**src/rtl/sram_access_arbiter.sv**
```systemverilog
// Two-port arbiter sharing one single-port SRAM: one access at a time, registered SRAM controls.
// Optional build macro SRAM_ARB_FIXED_PRIO_EN selects fixed A-over-B priority instead of round-robin.
module sram_access_arbiter #(
   parameter int N         = 8,
   parameter int ADDR_BITS = 8
) (
   input  logic                 clk,
   input  logic                 rst,
   input  logic                 a_req,
   input  logic                 a_we,
   input  logic [ADDR_BITS-1:0] a_addr,
   input  logic [N-1:0]         a_wdata,
   input  logic                 b_req,
   input  logic                 b_we,
   input  logic [ADDR_BITS-1:0] b_addr,
   input  logic [N-1:0]         b_wdata,
   output logic                 a_gnt,
   output logic                 b_gnt,
   output logic                 a_rvalid,
   output logic                 b_rvalid,
   output logic [N-1:0]         a_rdata,
   output logic [N-1:0]         b_rdata,
   output logic                 SRAM_readEnable,
   output logic                 SRAM_writeEnable,
   output logic [ADDR_BITS-1:0] SRAM_address,
   output logic [N-1:0]         SRAM_data_in,
   input  logic [N-1:0]         SRAM_data,
   output logic [1:0]           o_dbg_state
);

   localparam logic [1:0] S_IDLE  = 2'd0;
   localparam logic [1:0] S_WRITE = 2'd1;
   localparam logic [1:0] S_READ  = 2'd2;
   localparam logic [1:0] S_RDATA = 2'd3;

   // Handshake: a requester holds req and payload until its 1-cycle gnt pulse;
   // reads return rvalid (with rdata) exactly one cycle after the gnt cycle.
   logic [1:0]           r_state;
   logic                 r_last_b;
   logic                 r_sel_b;
   logic                 r_a_gnt;
   logic                 r_b_gnt;
   logic                 r_a_rvalid;
   logic                 r_b_rvalid;
   logic                 r_re;
   logic                 r_we;
   logic [ADDR_BITS-1:0] r_addr;
   logic [N-1:0]         r_wdata;

   logic                 w_any_req;
   logic                 w_pick_b;
   logic                 w_sel_we;

   assign w_any_req = a_req | b_req;

`ifdef SRAM_ARB_FIXED_PRIO_EN
   assign w_pick_b = b_req & ~a_req;
`else
   // On a tie the port that did not win last time goes next.
   assign w_pick_b = b_req & (~a_req | ~r_last_b);
`endif

   assign w_sel_we = w_pick_b ? b_we : a_we;

   always_ff @(posedge clk) begin
      if (rst) begin
         r_state    <= S_IDLE;
         r_last_b   <= 1'b1;
         r_sel_b    <= 1'b0;
         r_a_gnt    <= 1'b0;
         r_b_gnt    <= 1'b0;
         r_a_rvalid <= 1'b0;
         r_b_rvalid <= 1'b0;
         r_re       <= 1'b0;
         r_we       <= 1'b0;
         r_addr     <= '0;
         r_wdata    <= '0;
      end else begin
         r_a_gnt    <= 1'b0;
         r_b_gnt    <= 1'b0;
         r_a_rvalid <= 1'b0;
         r_b_rvalid <= 1'b0;
         r_re       <= 1'b0;
         r_we       <= 1'b0;
         case (r_state)
            S_IDLE: begin
               if (w_any_req) begin
                  r_sel_b  <= w_pick_b;
                  r_last_b <= w_pick_b;
                  r_addr   <= w_pick_b ? b_addr : a_addr;
                  r_wdata  <= w_pick_b ? b_wdata : a_wdata;
                  r_a_gnt  <= ~w_pick_b;
                  r_b_gnt  <= w_pick_b;
                  if (w_sel_we) begin
                     r_we    <= 1'b1;
                     r_state <= S_WRITE;
                  end else begin
                     r_re    <= 1'b1;
                     r_state <= S_READ;
                  end
               end
            end
            S_WRITE: r_state <= S_IDLE;
            S_READ: begin
               r_a_rvalid <= ~r_sel_b;
               r_b_rvalid <= r_sel_b;
               r_state    <= S_RDATA;
            end
            default: r_state <= S_IDLE;
         endcase
      end
   end

   // Enables and rvalid are masked by rst so an access caught by reset never completes.
   assign SRAM_writeEnable = r_we & ~rst;
   assign SRAM_readEnable  = r_re & ~rst;
   assign SRAM_address     = r_addr;
   assign SRAM_data_in     = r_wdata;
   assign a_gnt            = r_a_gnt;
   assign b_gnt            = r_b_gnt;
   assign a_rvalid         = r_a_rvalid & ~rst;
   assign b_rvalid         = r_b_rvalid & ~rst;
   assign a_rdata          = a_rvalid ? SRAM_data : '0;
   assign b_rdata          = b_rvalid ? SRAM_data : '0;
   assign o_dbg_state      = r_state;

   a_gnt_excl : assert property (@(posedge clk) disable iff (rst) !(r_a_gnt && r_b_gnt));
   a_en_excl  : assert property (@(posedge clk) disable iff (rst) !(r_re && r_we));

endmodule
```
**config.mk**
```make
export PLATFORM = sky130hd
export DESIGN_NAME = sram_access_arbiter
export DESIGN_NICKNAME = d
export VERILOG_FILES = /design/src/rtl/sram_access_arbiter.sv
export SDC_FILE = /design/constraint.sdc
export NUM_CORES = 1
export LEC_CHECK = 0
export CAP_MARGIN = 20
export CORE_MARGIN = 1
export CORE_UTILIZATION = 36
export CTS_CLUSTER_SIZE = 14
export DETAILED_ROUTE_END_ITERATION = 6
export HOLD_SLACK_MARGIN = 0.1
export PLACE_DENSITY = 0.87
export SLEW_MARGIN = 40
export SYNTH_ARGS = -nofsm -noshare
export SYNTH_HDL_FRONTEND = slang
export SYNTH_SLANG_ARGS = --single-unit
export TNS_END_PERCENT = 30
```
**constraint.sdc**
```tcl
create_clock -name clk -period 1.4 [get_ports clk]
set_input_delay 0.14 -clock clk [delete_from_list [all_inputs] [get_ports clk]]
set_output_delay 0.14 -clock clk [all_outputs]
set_load 0.005 [all_outputs]
```
==> results.yml <==
route:
  wl_mm: 3.70
  first_pass_iters: 4
  drtIter0Drc: 39
  viasPerCell: 4.93
  wl_per_cell_um: 12.7
  drc: 0
  dr_total_vias: 1441
  detail-route-antenna-nets: 0
power_and_ir_drop:
  pwr-share-comb_pct: 35.7
  p_sw_share_pct: 27.6
  vdd_ir_drop_max_v: 0.000650
  intPower_w: 0.00155
  cellPowerDensity_nw_per_um2: 903
  clockPowerShare_pct: 22.3
  p_leak_nw: 1.01
  p_seq_share_pct: 42.0
  switching_power_w: 0.000591
clocking:
  worstSkewPairLatency_ps: 270
  clockBufferDepth: 2
  cts_buffers: 3
  cts_tree: "built"
  clk_pin_slew_ps: 90
  root_buffer: "clkbuf_8"
  clock_sinks: 26
  ctsHtreeMaxLevel: 1
timing:
  finalSetupViolCount: 0
  worst_slack_ps: 8.49
  finalSetupTns_ps: 0
  tightest_slew_ps: 298
  hold_viol: 0
  clock.fmax_ghz: 0.719
  slew_violations: 0
  maxSlewHeadroom_pct: 80.1
  grt_setup_unrepaired: "true"
  fin_crit_ps: 1390
  fin_crit_sh_pct: 99.4
  finClkSkew_ps: 2.84
yosys:
  seq_area_frac_synth_pct: 39.3
  synth.area.top_cells: "dfxtp_1, a311oi_2, nand2_1, and2_1, a21oi_1"
  syn_avg_cell_area_sq_um: 8.77
  synth_top_area_share_pct: 39.3
  synth_area_leader_cell: "dfxtp_1"
  ys_ff_latch: 26
  synthesis.nets: 197
  synth_area_sq_um: 1330
  yosys_warnings: 0
  netlist_instances: 151
  synth_cell_types: 27
die:
  io_pins: 86
  die_h_um: 62.7
  initial_core_util_pct: 38.5
  core_sq_um: 3440
  row_count: 21
  die_area_sq_um: 3930
  die_width_um: 62.7
grt:
  use_met3_pct: 5.66
  grt_pass1_vias: 1360
  grt_pass1_wl_mm: 6.09
  grt.total_usage_pct: 19.3
  met1_usage_pct: 24.0
  grt_antenna_before_repair: 0
  grt_max_degree: 15
  top_usage_layer: "met2"
  grt_use_met2_pct: 32.3
  grt_overflow: 0
placed_design:
  place_congestion: 0.748
  io_buffers: 85
  dpl_cell_area_sq_um: 2300
  dp_slack_ps: -240
  dp_hpwl_mm: 2.81
final_layout:
  finalInstanceArea_sq_um: 2370
  drive_gt1_share_pct: 17.5
  fillers: 283
  final_core_util_pct: 68.9
  area_growth_pct: 79.0
  nets: 293
  mostFrequentLayoutCell: "clkdlybuf4s50_1"
  layout_common_cells: "clkdlybuf4s50_1, nand2_1, dfxtp_1"
  insertedDiodeCount: 0
run_status:
  status: "complete, no violations"
flow_run:
  drv_cap: 0
critical_path:
  worstPathCellList: "dlygate4sd2_1 > buf_6 > nor2b_1 > clkdlybuf4s50_1"
  arrival_ps: 1250
  endpoint_kind: "output port"
  slowest_stage: "clkdlybuf4s50_1"
  slowest_delay_ps: 510
  criticalPathCategory: "primary input to output port"
  cp.required_ps: 1260
  crit_fanout: 4
  cp-start-kind: "primary input"
min_path:
  holdCritPathClass: "primary input to register"
## worst max-delay path: cells and delay by family
kind | cells | cell delay (ps)
and+or+nand+nor | 1 | 120
buffers and inverters | 3 | 990
## registers in the layout, indices dropped and copies added, names as in the netlist
| signal | cells |
|---|---|
| SRAM_address | 8 |
| SRAM_data_in | 8 |
| o_dbg_state | 2 |
| a_gnt | 1 |
| b_gnt | 1 |
| r_a_rvalid | 1 |
| r_b_rvalid | 1 |
| r_last_b | 1 |
| r_re | 1 |
| r_sel_b | 1 |
| r_we | 1 |
## Yosys cell counts (all sizes together)
master and count:
nand2 37, dfxtp 26, a21oi 18, a311oi 16
and2 16, buf 8, clkbuf 5, nor2 5
nor2b 4, nor3 3, a21boi 2, and3 2
a211oi 1, a21bo 1, a31oi 1, a32o 1
and4b 1, o21bai 1, o31ai 1, or2 1
or2b 1
## layer usage
metal,vias to the layer above,routed length [um]
met4,0,29
li1,719,-
met3,4,308
met2,69,1810
met1,649,1550
met5,-,0
## power by group through the flow
stage          combinational, W  sequential [W]  clock (W)
2_1_floorplan          0.000335        0.000916          0
3_3_place_gp           0.000753        0.000912          0
3_5_place_dp           0.000763        0.000916          0
4_1_cts                0.000764        0.000900   0.000494
5_1_grt                0.000827        0.000915   0.000521
6_report               0.000764        0.000901   0.000478
## per-stage QoR
step           power [W]  cells  hold WS, ps
2_1_floorplan    0.00125    151          300
3_3_place_gp     0.00167    286          427
3_5_place_dp     0.00168    286          438
4_1_cts          0.00216    291          431
5_1_grt          0.00226    292          438
6_report         0.00214    292          440
## layout make-up
type	instances	area, sq um	share of cell area [%]
Clock buffer	4	55.1	2.32
Tap cell	46	57.6	2.43
Multi-Input combinational cell	112	733	30.9
Sequential cell	26	529	22.3
Timing Repair Buffer	104	997	42.0
## cells by family after synthesis
family,count (synthesis),synth area share [%]
DFF,26,39.3
and+or+nand+nor,70,26.3
buffers and inverters,13,6.70
AOI/OAI and AO/OA,42,27.8
## final timing paths
path                                  from               to  slack, ps  cells past startpoint
worst max register to register    r_last_b  SRAM_data_in[7]        190                      4
worst min-delay path            b_wdata[6]  SRAM_data_in[6]        440                      3
worst max-delay path                   rst  SRAM_readEnable          8                      4
worst min register to register     r_sel_b       r_a_rvalid        450                      1
## timing repair
action	in CTS	in global routing
hold buffers	0	0
setup endpoints to repair	22	20
hold endpoints to repair	0	0
buffers inserted	1	3
resized for setup	22	8
Note: power is estimated with default switching activity, not from simulation.
